**src/rtl/ddr_cmd_scheduler_if.sv**
```systemverilog
// Request/command bundle between two requesters and the DDR command scheduler.
// The scheduler uses the slave side; whoever issues requests and watches commands uses master.
interface ddr_cmd_scheduler_if #(
  parameter int BGWIDTH  = 2,
  parameter int BAWIDTH  = 2,
  parameter int ROWWIDTH = 17,
  parameter int COLWIDTH = 10
);
  logic [1:0]            req_valid;
  logic [1:0]            req_ready;
  logic [1:0]            req_we;
  logic [2*BGWIDTH-1:0]  req_bg;
  logic [2*BAWIDTH-1:0]  req_ba;
  logic [2*ROWWIDTH-1:0] req_row;
  logic [2*COLWIDTH-1:0] req_col;
  logic [18:0]           commands;
  logic [BGWIDTH-1:0]    bg;
  logic [BAWIDTH-1:0]    ba;
  logic [ROWWIDTH-1:0]   addr;
  logic                  ref_busy;

  modport master (
    output req_valid, req_we, req_bg, req_ba, req_row, req_col,
    input  req_ready, commands, bg, ba, addr, ref_busy
  );

  modport slave (
    input  req_valid, req_we, req_bg, req_ba, req_row, req_col,
    output req_ready, commands, bg, ba, addr, ref_busy
  );
endinterface

```
**src/rtl/ddr_cmd_scheduler.sv**
```systemverilog
// Two-requester DDR command scheduler: open-row table, tRCD/tRP/tRAS timing and
// periodic all-bank refresh, one command per request step on a one-hot command bus.
module ddr_cmd_scheduler #(
  parameter int BGWIDTH  = 2,
  parameter int BAWIDTH  = 2,
  parameter int ROWWIDTH = 17,
  parameter int COLWIDTH = 10,
  parameter int T_RCD    = 17,
  parameter int T_RP     = 17,
  parameter int T_RAS    = 32,
  parameter int T_RFC    = 34,
  parameter int T_REFI   = 9360
) (
  input logic                 clk,
  input logic                 rst,
  ddr_cmd_scheduler_if.slave  bus
);

  localparam int BKW      = BGWIDTH + BAWIDTH;
  localparam int NB       = 1 << BKW;
  localparam int WAIT_MAX = (T_RFC > T_RCD) ? ((T_RFC > T_RP) ? T_RFC : T_RP)
                                            : ((T_RCD > T_RP) ? T_RCD : T_RP);
  localparam int WAIT_W   = $clog2(WAIT_MAX + 1);
  localparam int TRAS_W   = $clog2(T_RAS + 1);
  localparam int REFI_W   = $clog2(T_REFI + 1);

  localparam logic [18:0] CMD_ACT = 19'h40000;
  localparam logic [18:0] CMD_PR  = 19'h00080;
  localparam logic [18:0] CMD_PRA = 19'h00040;
  localparam logic [18:0] CMD_RD  = 19'h00020;
  localparam logic [18:0] CMD_REF = 19'h00008;
  localparam logic [18:0] CMD_WR  = 19'h00002;

  // Wait states are entered one cycle after the command, so loads are T-2.
  localparam logic [WAIT_W-1:0] RCD_LOAD  = WAIT_W'(T_RCD - 2);
  localparam logic [WAIT_W-1:0] RP_LOAD   = WAIT_W'(T_RP - 2);
  localparam logic [WAIT_W-1:0] RFC_LOAD  = WAIT_W'(T_RFC - 2);
  localparam logic [TRAS_W-1:0] TRAS_LOAD = TRAS_W'(T_RAS - 1);
  localparam logic [REFI_W-1:0] REFI_LAST = REFI_W'(T_REFI - 1);

  typedef enum logic [3:0] {
    S_IDLE,
    S_PRE,
    S_WAIT_RP,
    S_ACT,
    S_WAIT_RCD,
    S_CAS,
    S_REF_PRA,
    S_REF_WAIT_RP,
    S_REF_CMD,
    S_REF_WAIT_RFC
  } state_e;

  state_e                state_q, state_d;
  logic [WAIT_W-1:0]     wait_q, wait_d;
  logic [TRAS_W-1:0]     tras_q, tras_d;
  logic [REFI_W-1:0]     refi_q, refi_d;
  logic                  ref_pending_q, ref_pending_d;
  logic                  rr_last_q, rr_last_d;
  logic                  lat_we_q, lat_we_d;
  logic [BGWIDTH-1:0]    lat_bg_q, lat_bg_d;
  logic [BAWIDTH-1:0]    lat_ba_q, lat_ba_d;
  logic [ROWWIDTH-1:0]   lat_row_q, lat_row_d;
  logic [COLWIDTH-1:0]   lat_col_q, lat_col_d;
  logic [NB-1:0]         open_vld_q, open_vld_d;
  logic [ROWWIDTH-1:0]   open_row_q [NB];

  logic [1:0]            grant;
  logic                  accept;
  logic                  sel;
  logic                  sel_we;
  logic [BGWIDTH-1:0]    sel_bg;
  logic [BAWIDTH-1:0]    sel_ba;
  logic [ROWWIDTH-1:0]   sel_row;
  logic [COLWIDTH-1:0]   sel_col;
  logic [BKW-1:0]        sel_bank;
  logic [BKW-1:0]        lat_bank;
  logic                  refi_wrap;
  logic                  row_we;
  logic [18:0]           cmd;
  logic [BGWIDTH-1:0]    out_bg;
  logic [BAWIDTH-1:0]    out_ba;
  logic [ROWWIDTH-1:0]   out_addr;

  // Round-robin arbiter: only offers a grant while idle with no refresh waiting.
  always_comb begin
    grant = 2'b00;
    if (!rst && state_q == S_IDLE && !ref_pending_q) begin
      if (bus.req_valid == 2'b11) grant = rr_last_q ? 2'b01 : 2'b10;
      else                        grant = bus.req_valid;
    end
  end

  assign accept   = |grant;
  assign sel      = grant[1];
  assign sel_we   = sel ? bus.req_we[1] : bus.req_we[0];
  assign sel_bg   = sel ? bus.req_bg[2*BGWIDTH-1:BGWIDTH]    : bus.req_bg[BGWIDTH-1:0];
  assign sel_ba   = sel ? bus.req_ba[2*BAWIDTH-1:BAWIDTH]    : bus.req_ba[BAWIDTH-1:0];
  assign sel_row  = sel ? bus.req_row[2*ROWWIDTH-1:ROWWIDTH] : bus.req_row[ROWWIDTH-1:0];
  assign sel_col  = sel ? bus.req_col[2*COLWIDTH-1:COLWIDTH] : bus.req_col[COLWIDTH-1:0];
  assign sel_bank = {sel_bg, sel_ba};
  assign lat_bank = {lat_bg_q, lat_ba_q};
  assign refi_wrap = (refi_q == REFI_LAST);

  always_comb begin
    // NOTE: every signal gets a default before the case so no path leaves one unassigned, which would infer a latch.
    state_d       = state_q;
    wait_d        = wait_q;
    tras_d        = (tras_q != '0) ? tras_q - 1'b1 : '0;
    refi_d        = refi_wrap ? '0 : refi_q + 1'b1;
    ref_pending_d = ref_pending_q | refi_wrap;
    rr_last_d     = rr_last_q;
    lat_we_d      = lat_we_q;
    lat_bg_d      = lat_bg_q;
    lat_ba_d      = lat_ba_q;
    lat_row_d     = lat_row_q;
    lat_col_d     = lat_col_q;
    open_vld_d    = open_vld_q;
    row_we        = 1'b0;
    cmd           = '0;
    out_bg        = '0;
    out_ba        = '0;
    out_addr      = '0;

    case (state_q)
      S_IDLE: begin
        if (ref_pending_q) begin
          state_d = S_REF_PRA;
        end else if (accept) begin
          rr_last_d = sel;
          lat_we_d  = sel_we;
          lat_bg_d  = sel_bg;
          lat_ba_d  = sel_ba;
          lat_row_d = sel_row;
          lat_col_d = sel_col;
          if (!open_vld_q[sel_bank])                 state_d = S_ACT;
          else if (open_row_q[sel_bank] == sel_row)  state_d = S_CAS;
          else                                       state_d = S_PRE;
        end
      end
      S_PRE: begin
        if (tras_q == '0) begin
          cmd                  = CMD_PR;
          out_bg               = lat_bg_q;
          out_ba               = lat_ba_q;
          open_vld_d[lat_bank] = 1'b0;
          wait_d               = RP_LOAD;
          state_d              = S_WAIT_RP;
        end
      end
      S_WAIT_RP: begin
        if (wait_q == '0) state_d = S_ACT;
        else              wait_d  = wait_q - 1'b1;
      end
      S_ACT: begin
        cmd                  = CMD_ACT;
        out_bg               = lat_bg_q;
        out_ba               = lat_ba_q;
        out_addr             = lat_row_q;
        open_vld_d[lat_bank] = 1'b1;
        row_we               = 1'b1;
        tras_d               = TRAS_LOAD;
        wait_d               = RCD_LOAD;
        state_d              = S_WAIT_RCD;
      end
      S_WAIT_RCD: begin
        if (wait_q == '0) state_d = S_CAS;
        else              wait_d  = wait_q - 1'b1;
      end
      S_CAS: begin
        cmd      = lat_we_q ? CMD_WR : CMD_RD;
        out_bg   = lat_bg_q;
        out_ba   = lat_ba_q;
        out_addr = ROWWIDTH'(lat_col_q);
        state_d  = S_IDLE;
      end
      S_REF_PRA: begin
        // PRA goes out even with every bank closed; it keeps refresh timing uniform.
        if (tras_q == '0) begin
          cmd        = CMD_PRA;
          open_vld_d = '0;
          wait_d     = RP_LOAD;
          state_d    = S_REF_WAIT_RP;
        end
      end
      S_REF_WAIT_RP: begin
        if (wait_q == '0) state_d = S_REF_CMD;
        else              wait_d  = wait_q - 1'b1;
      end
      S_REF_CMD: begin
        cmd           = CMD_REF;
        ref_pending_d = refi_wrap;
        wait_d        = RFC_LOAD;
        state_d       = S_REF_WAIT_RFC;
      end
      S_REF_WAIT_RFC: begin
        if (wait_q == '0) state_d = S_IDLE;
        else              wait_d  = wait_q - 1'b1;
      end
      default: state_d = S_IDLE;
    endcase
  end

  always_ff @(posedge clk) begin
    // NOTE: state registers use non-blocking assignments so every flop samples pre-edge values.
    if (rst) begin
      state_q       <= S_IDLE;
      wait_q        <= '0;
      tras_q        <= '0;
      refi_q        <= '0;
      ref_pending_q <= 1'b0;
      rr_last_q     <= 1'b1;
      lat_we_q      <= 1'b0;
      lat_bg_q      <= '0;
      lat_ba_q      <= '0;
      lat_row_q     <= '0;
      lat_col_q     <= '0;
      open_vld_q    <= '0;
    end else begin
      state_q       <= state_d;
      wait_q        <= wait_d;
      tras_q        <= tras_d;
      refi_q        <= refi_d;
      ref_pending_q <= ref_pending_d;
      rr_last_q     <= rr_last_d;
      lat_we_q      <= lat_we_d;
      lat_bg_q      <= lat_bg_d;
      lat_ba_q      <= lat_ba_d;
      lat_row_q     <= lat_row_d;
      lat_col_q     <= lat_col_d;
      open_vld_q    <= open_vld_d;
    end
  end

  // NOTE: the row storage is not reset; a row is only ever read when its valid bit, which is reset, says so.
  always_ff @(posedge clk) begin
    if (!rst && row_we) open_row_q[lat_bank] <= lat_row_q;
  end

  assign bus.req_ready = grant;
  assign bus.commands  = cmd;
  assign bus.bg        = out_bg;
  assign bus.ba        = out_ba;
  assign bus.addr      = out_addr;
  assign bus.ref_busy  = ref_pending_q ||
                         (state_q inside {S_REF_PRA, S_REF_WAIT_RP, S_REF_CMD, S_REF_WAIT_RFC});

endmodule

```
**src/flat_wrapper.sv**
```systemverilog
// flat-port wrapper written by rule: the top's interface ports become plain ports
module ddr_cmd_scheduler_flat 
#(
  parameter int BGWIDTH  = 2,
  parameter int BAWIDTH  = 2,
  parameter int ROWWIDTH = 17,
  parameter int COLWIDTH = 10,
  parameter int T_RCD    = 17,
  parameter int T_RP     = 17,
  parameter int T_RAS    = 32,
  parameter int T_RFC    = 34,
  parameter int T_REFI   = 9360
)
  (clk, rst, bus_req_valid, bus_req_we, bus_req_bg, bus_req_ba, bus_req_row, bus_req_col, bus_req_ready, bus_commands, bus_bg, bus_ba, bus_addr, bus_ref_busy);
  ddr_cmd_scheduler_if #(.BGWIDTH(BGWIDTH), .BAWIDTH(BAWIDTH), .ROWWIDTH(ROWWIDTH), .COLWIDTH(COLWIDTH)) bus_i ();
  input logic clk;
  input logic rst;
  input wire logic [$bits(bus_i.req_valid)-1:0] bus_req_valid;
  input wire logic [$bits(bus_i.req_we)-1:0] bus_req_we;
  input wire logic [$bits(bus_i.req_bg)-1:0] bus_req_bg;
  input wire logic [$bits(bus_i.req_ba)-1:0] bus_req_ba;
  input wire logic [$bits(bus_i.req_row)-1:0] bus_req_row;
  input wire logic [$bits(bus_i.req_col)-1:0] bus_req_col;
  output wire logic [$bits(bus_i.req_ready)-1:0] bus_req_ready;
  output wire logic [$bits(bus_i.commands)-1:0] bus_commands;
  output wire logic [$bits(bus_i.bg)-1:0] bus_bg;
  output wire logic [$bits(bus_i.ba)-1:0] bus_ba;
  output wire logic [$bits(bus_i.addr)-1:0] bus_addr;
  output wire logic [$bits(bus_i.ref_busy)-1:0] bus_ref_busy;
  assign bus_i.req_valid = bus_req_valid;
  assign bus_i.req_we = bus_req_we;
  assign bus_i.req_bg = bus_req_bg;
  assign bus_i.req_ba = bus_req_ba;
  assign bus_i.req_row = bus_req_row;
  assign bus_i.req_col = bus_req_col;
  assign bus_req_ready = bus_i.req_ready;
  assign bus_commands = bus_i.commands;
  assign bus_bg = bus_i.bg;
  assign bus_ba = bus_i.ba;
  assign bus_addr = bus_i.addr;
  assign bus_ref_busy = bus_i.ref_busy;
  ddr_cmd_scheduler #(.BGWIDTH(BGWIDTH), .BAWIDTH(BAWIDTH), .ROWWIDTH(ROWWIDTH), .COLWIDTH(COLWIDTH), .T_RCD(T_RCD), .T_RP(T_RP), .T_RAS(T_RAS), .T_RFC(T_RFC), .T_REFI(T_REFI)) u_core (.clk(clk), .rst(rst), .bus(bus_i));
endmodule
```
**config.mk**
```make
export PLATFORM = sky130hd
export DESIGN_NAME = ddr_cmd_scheduler_flat
export DESIGN_NICKNAME = d
export VERILOG_FILES = /design/src/rtl/ddr_cmd_scheduler_if.sv /design/src/rtl/ddr_cmd_scheduler.sv /design/src/flat_wrapper.sv
export SDC_FILE = /design/constraint.sdc
export NUM_CORES = 1
export LEC_CHECK = 0
export BUFFER_PORTS_ARGS = -buffer_cell sky130_fd_sc_hd__buf_2
export CORE_MARGIN = 5
export CORE_UTILIZATION = 60
export DETAILED_ROUTE_END_ITERATION = 12
export MAX_ROUTING_LAYER = met4
export PLACE_DENSITY = 0.79
export SYNTH_ARGS = -nofsm -noshare
export SYNTH_HDL_FRONTEND = slang
export SYNTH_SLANG_ARGS = --single-unit
```
**constraint.sdc**
```tcl
create_clock -name clk -period 4.3 [get_ports clk]
set_clock_uncertainty 0.1 [all_clocks]
set_input_delay 0.645 -clock clk [delete_from_list [all_inputs] [get_ports clk]]
set_output_delay 0.645 -clock clk [all_outputs]
set_load 0.05 [all_outputs]
```
==> results of run 1 <==
[metal layers]
layer	vias to the layer above	track usage, %	share of wire (%)
met1	5799	41.1	39
li1	5320	-	-
met5	-	-	0
met2	843	45.7	45
met4	0	11.0	4.5
met3	148	5.85	12
[layout make-up]
class                   instances  share of cell area [%]
multi-input cells             903                    31.9
inverters                      15                   0.307
flip-flops and latches        352                    53.2
clock inverters                13                   0.518
repair buffers                168                    5.89
well taps                     335                    2.28
clock buffers                  53                    5.94
[cells by family after synthesis]
kind of cell,Yosys count
xor gates and xnor gates,37
DFF,352
buffers and inverters,110
muxes,96
AOI/OAI and AO/OA,264
other,1
and+or+nand+nor,489
adders and majority gates,4
[power by group through the flow]
stage	combinational (mW)	sequential (mW)	clock, mW
floorplan	1.73	4.17	0
global route	2.60	4.29	3.26
CTS	2.38	4.25	3.11
detailed placement	2.35	4.33	0
global placement	2.31	4.31	0
finish	2.42	4.27	3.10
[registers in the layout, indices dropped and copies added (netlist names)]
name,count
u_core.rr_last_q,1
u_core.lat_bg_q,2
u_core.wait_q,6
u_core.lat_row_q,17
u_core.open_row_q,272
u_core.lat_we_q,1
u_core.tras_q,6
u_core.ref_pending_q,1
u_core.lat_col_q,10
u_core.refi_q,14
u_core.lat_ba_q,2
u_core.state_q,4
u_core.open_vld_q,16
[critical path, stage by stage (launching register included)]
cell,delay [ns]
dfxtp_1,0.31
or4_4,0.68
o31ai_2,0.38
nand2_2,0.36
a2111oi_0,0.55
nor4_1,0.15
xnor2_1,0.17
nor4_1,0.35
a32oi_1,0.18
or4_1,0.55
o31ai_2,0.19
[path summary, 6_finish.rpt]
path,slack [ns],end,cells after the start
max,0.21,u_core.state_q[2],10
min,0.28,u_core.lat_col_q[3],3
max reg2reg,0.21,u_core.state_q[2],10
min reg2reg,0.35,u_core.refi_q[0],1
[layout by cell type (no fill, tap or decap), types with 14 or more instances in the layout]
cell type / netlist / routed
nand3_1: 41 / 41
o21ai_0: 53 / 53
a311oi_1: 22 / 22
buf_4: 21 / 66
nor3_1: 22 / 16
mux2i_1: 80 / 80
edfxtp_1: 272 / 272
xnor2_1: 23 / 23
and3_1: 33 / 33
dfxtp_1: 80 / 80
a21oi_1: 48 / 48
nand2b_1: 15 / 15
nor2_1: 112 / 104
buf_2: 15 / 97
nand2_1: 192 / 192
clkbuf_16: 0 / 40
a211oi_1: 24 / 24
a32oi_1: 19 / 19
xor2_1: 14 / 14
==> metrics.cfg, run 1 <==
[status]
outcome = finished clean

[yosys]
synth.most_common_cell = edfxtp_1
ys_async_sr_fraction_pct = 0
synth_xor_area_share_pct = 2.02
muxShareOfSynthArea_pct = 6.96
yosysWarnings = 0
syn_inst = 1353
synth_common_cells = edfxtp_1 (272), nand2_1 (192), nor2_1 (112)
syn_area_sq_mm = 0.0160
synth.area.top_cells = edfxtp_1 (51%), dfxtp_1 (10%), mux2i_1 (5.0%)
synth_fa_ha_area_share_pct = 0.312
synth_top_family_by_area = simple AND/OR/NAND/NOR gates
yosys.area.top_type_share_pct = 50.9
synthFlopType = edfxtp_1
synth_compound_area_share_pct = 11.9
yosys.cell_types.count = 80
synthSimpleGateAreaFrac_pct = 14.5
ys_ff_latch = 352
synth_area_per_cell_sq_um = 11.9
synth_top_area_cell = edfxtp_1
synth_seq_area_share_pct = 60.9
synth_enable_flop_cells = 272

[die]
die_area_sq_mm = 0.0301
die_w_microns = 174
die_y_microns = 174
fp-row-count = 59
start_util_pct = 61.2
io_pins = 111
core_region_area_sq_mm = 0.0262

[critical_path]
crit_path_start_kind = flip-flop
crit_required_ns = 4.63
cp-end-kind = flip-flop
startpoint = u_core.state_q[3]
critical_path_class = flip-flop to flip-flop
arrival_ns = 4.42
r2r_start = u_core.state_q[3]
cp_max_fo = 14

[clocking]
clk_pin_slew_worst_paths_ns = 0.06
post-cts-setup-buffers = 0
clock_latency_ns = 0.52
ctsHoldBuffers = 0
ctsLongestPathBuffers = 3
cts_resized = 0
cts_sinks = 352
htreeDepth = 2
cts_tree = done
cts_buffers = 37
cts_root_buf = clkbuf_16

[pwr]
swShare_pct = 32.1
totalPowerFinal_mw = 9.80
clkPwrFrac_pct = 31.7
combPwrFrac_pct = 24.8
p_sw_mw = 3.14
peakVddDrop_mv = 0.519
power_density_mw_per_mm2 = 534
intPower_mw = 6.65
power_frac_seq_pct = 43.6
p_leak_nw = 6.62

[placed_design]
place_area_sq_mm = 0.0172
dp_cells = 1773
dp_slack_ns = 0.118
hpwl_mm = 29.5
gp_congestion = 0.967
io_buffers = 97

[drt]
drt_iter0_drc = 1637
vias = 12100
routed_wl_mm = 45.0
drt-wirelength-per-cell_microns = 24.5
drc_errors = 0
routed_via_density = 6.59
drt_first_pass_iters = 7
ant_nets = 0

[layout]
layout-drive-gt1-share_pct = 19.1
insertedDiodeCount = 0
final_util_pct = 70.1
final_area_sq_mm = 0.0184
multiInputGateArea_sq_mm = 0.00585
nNetsFinal = 1549
nFillCells = 1768
stdcell_count = 1839
regArea_sq_mm = 0.00977
area_delta_synth_final_pct = 14.4

[sta]
hold_slack_ns = 0.279
fmax_mhz = 245
max_slew_margin_pct = 20.7
setup_ws_ns = 0.211
setup_viol = 0
slew_viol_final = 0
post-route-period-util_pct = 95.1
tns_ns = 0
hold_viol = 0
rsz0062_at_grt = no
period_minus_slack_ns = 4.09
worst_pin_slew_ns = 1.18

[grt]
antenna_found_initial = 0
grt_max_degree = 66
grt_pass1_vias = 11600
grtUsageTotal_pct = 30.2
globalRoute.totalOverflow = 0
grt_first_pass_wirelength_mm = 68.4

[hold_path]
hp-start = bus_req_col[3]
hp-class = primary input to flip-flop

[flow_run]
maxCapViolations = 0

Note: power is estimated with default switching activity, not from simulation.
==> inputs of run 2 (changes only) <==
Settings changed: CORE_UTILIZATION 60 to 50, PLACE_DENSITY 0.79 to 0.68.
==> metrics.cfg, run 2 (synthesis results as in run 1) <==
[hold_path]
hp-class = primary input to flip-flop  ; unchanged

[die]
io_pins = 111  ; unchanged
fp-row-count = 65  ; was 59
die_y_microns = 189  ; was 174 microns
die_area_sq_mm = 0.0358  ; was 0.0301 sq mm
start_util_pct = 50.7  ; was 61.2%
die_w_microns = 189  ; was 174 microns
core_region_area_sq_mm = 0.0316  ; was 0.0262 sq mm

[sta]
tns_ns = 0  ; unchanged
post-route-period-util_pct = 95.2  ; was 95.1%
fmax_mhz = 244  ; was 245 MHz
setup_ws_ns = 0.207  ; was 0.211 ns
slew_viol_final = 0  ; unchanged
worst_pin_slew_ns = 0.905  ; was 1.18 ns
rsz0062_at_grt = no  ; unchanged
setup_viol = 0  ; unchanged
hold_viol = 0  ; unchanged
max_slew_margin_pct = 39.2  ; was 20.7%
period_minus_slack_ns = 4.09  ; about the same

[critical_path]
cp_slowest_cell = or4_4  ; unchanged
arrival_ns = 4.43  ; was 4.42 ns
cp-end-kind = flip-flop  ; unchanged
crit_end = u_core.state_q[2]  ; unchanged
critical_path_class = flip-flop to flip-flop  ; unchanged
path_common_cell = nor4_1
crit_path_start_kind = flip-flop  ; unchanged
r2r_start = u_core.state_q[0]  ; was u_core.state_q[3]
r2r_end = u_core.state_q[2]  ; unchanged
slowest_delay_ns = 0.68  ; about the same
crit_required_ns = 4.64  ; was 4.63 ns
cp_max_fo = 13  ; was 14
startpoint = u_core.state_q[0]  ; was u_core.state_q[3]
path_cells = or4_4 -> o31ai_4 -> nand2_2 -> a2111oi_0 -> nor4_1 -> xnor2_1 -> nor4_1 -> a32oi_1 -> or4_1 -> o31ai_2  ; was or4_4 -> o31ai_2 -> nand2_2 -> a2111oi_0 -> nor4_1 -> xnor2_1 -> nor4_1 -> a32oi_1 -> or4_1 -> o31ai_2
reg2reg_depth = 10  ; unchanged
rrSetupSlack_ns = 0.21  ; about the same

[pwr]
swShare_pct = 31.8  ; was 32.1%
combPwrFrac_pct = 24.7  ; was 24.8%
p_leak_nw = 6.69  ; was 6.62 nW
intPower_mw = 6.82  ; was 6.65 mW
totalPowerFinal_mw = 9.99  ; was 9.80 mW
peakVddDrop_mv = 0.403  ; was 0.519 mV
clkPwrFrac_pct = 33.0  ; was 31.7%
power_density_mw_per_mm2 = 538  ; was 534 mW/mm^2
p_sw_mw = 3.17  ; was 3.14 mW
power_frac_seq_pct = 42.4  ; was 43.6%

[drt]
drt_first_pass_iters = 5  ; was 7
vias = 11900  ; was 12.1k
drt_iter0_drc = 1503  ; was 1,637
drt-wirelength-per-cell_microns = 24.3  ; was 24.5 microns
routed_via_density = 6.23  ; was 6.59
drc_errors = 0  ; unchanged
routed_wl_mm = 46.5  ; was 45.0 mm
ant_nets = 0  ; unchanged

[clocking]
ctsLongestPathBuffers = 3  ; unchanged
htreeDepth = 2  ; unchanged
cts_resized = 0  ; unchanged
clock_latency_ns = 0.52  ; about the same
cts_root_buf = clkbuf_16  ; unchanged
cts_buffers = 37  ; unchanged
ctsHoldBuffers = 0  ; unchanged
clk_pin_slew_worst_paths_ns = 0.06  ; about the same
post-cts-setup-buffers = 0  ; unchanged
cts_sinks = 352  ; unchanged
cts_tree = done  ; unchanged

[placed_design]
place_area_sq_mm = 0.0173  ; was 0.0172 sq mm
dp_cells = 1845  ; was 1,773
dp_slack_ns = 0.0907  ; was 0.118 ns
gp_congestion = 0.969  ; was 0.967
io_buffers = 97  ; unchanged
hpwl_mm = 30.6  ; was 29.5 mm

[grt]
grt_max_degree = 58  ; was 66
met1_usage_pct = 36.4  ; was 41.1%
globalRoute.totalOverflow = 0  ; unchanged
grt_first_pass_wirelength_mm = 69.6  ; was 68.4 mm
grt_pass1_vias = 11300  ; was 11.6k
antenna_found_initial = 0  ; unchanged
grtUsageTotal_pct = 26.1  ; was 30.2%
met3_usage_pct = 4.15  ; was 5.85%
busiest_layer = met2  ; unchanged
grt_use_met2_pct = 40.1  ; was 45.7%

[layout]
layout_commonest_cell = edfxtp_1  ; unchanged
regArea_sq_mm = 0.00977  ; unchanged
top_regs = u_core.open_row_q (272), u_core.lat_row_q (17), u_core.open_vld_q (16)  ; unchanged
final_area_sq_mm = 0.0186  ; was 0.0184 sq mm
most-common-layout-cells = edfxtp_1 (272), nand2_1 (192), nor2_1 (103), buf_2 (97)  ; was edfxtp_1 (272), nand2_1 (192), nor2_1 (104), buf_2 (97)
multiInputGateArea_sq_mm = 0.00585  ; about the same
stdcell_count = 1913  ; was 1,839
nNetsFinal = 1554  ; was 1,549
regMostFlops = u_core.open_row_q  ; unchanged
insertedDiodeCount = 0  ; unchanged
largest_reg_flops = 272  ; unchanged
layout-drive-gt1-share_pct = 19.5  ; was 19.1%
nFillCells = 2527  ; was 1,768
area_delta_synth_final_pct = 15.8  ; was 14.4%

[status]
outcome = finished clean  ; unchanged

[flow_run]
maxCapViolations = 0  ; unchanged

==> run 2: changes by cell type in the layout (fill, tap and decap cells not counted), moves of 2 or more <==
cell	previous run	this run
clkinv_2	9	5
bufinv_16	1	3
clkbuf_8	4	8
buf_4	66	70
==> run 2: worst min path at each step <==
stage	from	end	depth (start not counted)
3_3_place_gp	u_core.refi_q[0]	u_core.refi_q[0]	1
6_report	bus_req_col[2]	u_core.lat_col_q[2]	3
4_1_cts	bus_req_col[2]	u_core.lat_col_q[2]	3
5_1_grt	bus_req_col[0]	u_core.lat_col_q[0]	3
3_5_place_dp	u_core.refi_q[0]	u_core.refi_q[0]	1
2_1_floorplan	u_core.refi_q[0]	u_core.refi_q[0]	1
==> run 2: stage by stage <==
stage                     hold WS, ns  util, %
final                           0.279     58.7
after detailed placement        0.337     54.7
after global placement          0.329     54.7
after floorplan                 0.318        -
after CTS                       0.262     58.7
after global routing            0.282     58.7
==> run 2: power by group through the flow <==
stage	registers [mW]	clock network, mW	logic, mW
after global routing	4.25	3.47	2.66
after detailed placement	4.29	0	2.43
final	4.23	3.29	2.46
after floorplan	4.17	0	1.73
after CTS	4.22	3.32	2.44
after global placement	4.28	0	2.39
==> run 2: critical path, delay by kind of cell, from the launching register on <==
kind,cells,cell delay (ns)
and+or+nand+nor,5,2.06
AOI/OAI and AO/OA,4,1.33
xor gates and xnor gates,1,0.17
DFF,1,0.35
==> run 2: final cells by class <==
class | count | share of cell area [%]
repair buffers | 173 | 6.09
well taps | 402 | 2.71
clock inverters | 11 | 0.748
multi-input cells | 903 | 31.5
clock buffers | 57 | 6.05
inverters | 15 | 0.303
flip-flops and latches | 352 | 52.6
==> run 2: metal layers <==
layer  part of all wire, %  wire length [microns]  vias to the layer above
met5                     0                      0                        -
met4                   2.9                   1330                        0
met3                   9.9                   4620                       93
met2                    46                  21200                      683
met1                    42                  19400                     5786
li1                      -                      -                     5352
==> inputs of run 3 (changes only) <==
Settings changed: BUFFER_PORTS_ARGS -buffer_cell sky130_fd_sc_hd__buf_2 to unset, CORE_ASPECT_RATIO set to 1.25, CTS_CLUSTER_DIAMETER set to 40, DONT_BUFFER_PORTS set to 1, PLACE_DENSITY 0.68 to unset.
==> metrics.cfg, run 3 (synthesis results as in run 1) <==
[pwr]
p_leak_nw = 6.43  ; was 6.69 nW
peakVddDrop_mv = 0.368  ; was 0.403 mV
power_density_mw_per_mm2 = 549  ; was 538 mW/mm^2

[critical_path]
startpoint = u_core.state_q[3]  ; was u_core.state_q[0]
crit_required_ns = 4.67  ; was 4.64 ns
crit_end = u_core.state_q[2]  ; unchanged
arrival_ns = 4.45  ; was 4.43 ns
crit_path_start_kind = flip-flop  ; unchanged
rrSetupSlack_ns = 0.22  ; was 0.21 ns
r2r_end = u_core.state_q[2]  ; unchanged
cp_max_fo = 19  ; was 13
reg2reg_depth = 11  ; was 10
cp-end-kind = flip-flop  ; unchanged
critical_path_class = flip-flop to flip-flop  ; unchanged
r2r_start = u_core.state_q[3]  ; was u_core.state_q[0]

[grt]
grt_pass1_vias = 11100  ; was 11.3k
globalRoute.totalOverflow = 0  ; unchanged
grt_max_degree = 68  ; was 58
antenna_found_initial = 1  ; was 0
grt_first_pass_wirelength_mm = 70.6  ; was 69.6 mm
grtUsageTotal_pct = 27.3  ; was 26.1%

[die]
start_util_pct = 50.5  ; was 50.7%
fp-row-count = 73  ; was 65
die_area_sq_mm = 0.0358  ; about the same
io_pins = 111  ; unchanged
die_y_microns = 210  ; was 189 microns
die_w_microns = 170  ; was 189 microns
core_region_area_sq_mm = 0.0318  ; was 0.0316 sq mm

[layout]
top_regs = u_core.open_row_q (272), u_core.lat_row_q (17), u_core.open_vld_q (16)  ; unchanged
regMostFlops = u_core.open_row_q  ; unchanged
insertedDiodeCount = 0  ; unchanged
layout-drive-gt1-share_pct = 16.1  ; was 19.5%
area_delta_synth_final_pct = 15.4  ; was 15.8%
final_util_pct = 58.3  ; was 58.7%
nNetsFinal = 1486  ; was 1,554
most-common-layout-cells = edfxtp_1 (272), nand2_1 (192), nor2_1 (103), buf_4 (82)  ; was edfxtp_1 (272), nand2_1 (192), nor2_1 (103), buf_2 (97)
largest_reg_flops = 272  ; unchanged
layout_commonest_cell = edfxtp_1  ; unchanged

[sta]
hold_viol = 0  ; unchanged
period_minus_slack_ns = 4.08  ; was 4.09 ns
post-route-period-util_pct = 94.9  ; was 95.2%
worst_pin_slew_ns = 1.08  ; was 0.905 ns
rsz0062_at_grt = no  ; unchanged
tns_ns = 0  ; unchanged
slew_viol_final = 0  ; unchanged
setup_viol = 0  ; unchanged
max_slew_margin_pct = 27.9  ; was 39.2%
fmax_mhz = 245  ; was 244 MHz

[clocking]
htreeDepth = 2  ; unchanged
post-cts-setup-buffers = 0  ; unchanged
cts_tree = done  ; unchanged
ctsHoldBuffers = 0  ; unchanged
clk_pin_slew_worst_paths_ns = 0.06  ; about the same
cts_root_buf = clkbuf_16  ; unchanged
cts_resized = 0  ; unchanged
cts_buffers = 43  ; was 37
cts_sinks = 352  ; unchanged
clock_latency_ns = 0.55  ; was 0.52 ns
ctsLongestPathBuffers = 3  ; unchanged

[hold_path]
hp-class = primary input to flip-flop  ; unchanged

[placed_design]
hpwl_mm = 32.0  ; was 30.6 mm
gp_congestion = 0.965  ; was 0.969
io_buffers = 0  ; was 97

[drt]
vias = 11600  ; was 11.9k
routed_wl_mm = 48.5  ; was 46.5 mm
dr.max_layer_used = met4  ; unchanged
drt-wirelength-per-cell_microns = 26.1  ; was 24.3 microns
met2WireLength_mm = 22.3  ; was 21.2 mm
dr_wl_met3_mm = 4.61  ; was 4.62 mm
drc_errors = 0  ; unchanged
met1_length_mm = 19.5  ; was 19.4 mm
drt_first_pass_iters = 5  ; unchanged
drt_iter0_drc = 1271  ; was 1,503
routed_via_density = 6.25  ; was 6.23
ant_nets = 0  ; unchanged

[flow_run]
maxCapViolations = 0  ; unchanged

[status]
outcome = finished clean  ; unchanged

run 3: worst min path at each step:
stage | from | to | slack [ns] | cells after the start
3_3_place_gp | u_core.refi_q[0] | u_core.refi_q[0] | 0.34 | 1
6_report | rst | u_core.refi_q[2] | 0.07 | 1
3_5_place_dp | u_core.refi_q[0] | u_core.refi_q[0] | 0.35 | 1
5_1_grt | rst | u_core.refi_q[2] | 0.07 | 1
4_1_cts | rst | u_core.lat_row_q[9] | 0.05 | 1
2_1_floorplan | u_core.refi_q[0] | u_core.refi_q[0] | 0.32 | 1
run 3: per-layer routing:
layer  up-vias  track usage [%]
met5         -                -
met4         0             10.0
met3       118             5.74
met2       643             41.9
met1      5657             36.1
li1       5207                -
run 3: area by class of cell:
type | count | area, sq um
clock buffers | 49 | 1120
clock inverters | 30 | 240
fillers | 2645 | 13300
inverters | 15 | 56.3
multi-input cells | 903 | 5860
flip-flops and latches | 352 | 9770
well taps | 412 | 515
repair buffers | 99 | 956
run 3: critical path, stage by stage (launching register included):
cell and delay [ns]:
dfxtp_1 0.34, or4_4 0.68, o31ai_4 0.41, and2_1 0.30, buf_4 0.30, a2111oi_0 0.13
nor4_2 0.38, xnor2_1 0.14, a2111oi_0 0.32, a21oi_1 0.12, or4_1 0.58, o31ai_2 0.20
run 3: stage by stage:
| step | cell area [sq um] | instances | hold slack (ns) | setup slack (ns) | power [mW] |
|---|---|---|---|---|---|
| finish | 18500 | 1860 | 0.0746 | 0.219 | 10.2 |
| global route | 18500 | 1860 | 0.0735 | 0.0138 | 10.5 |
| CTS | 18500 | 1860 | 0.0537 | 0.225 | 10.2 |
| detailed placement | 17200 | 1781 | 0.349 | 0.217 | 6.75 |
| global placement | 17200 | 1781 | 0.337 | 0.263 | 6.71 |
| floorplan | 16100 | 1365 | 0.318 | 0.301 | 5.89 |
run 3: where the power goes:
group,total [mW],internal (mW),switching (mW)
clock network,3.44,1.97,1.48
registers,4.24,3.95,0.285
logic,2.48,0.887,1.59
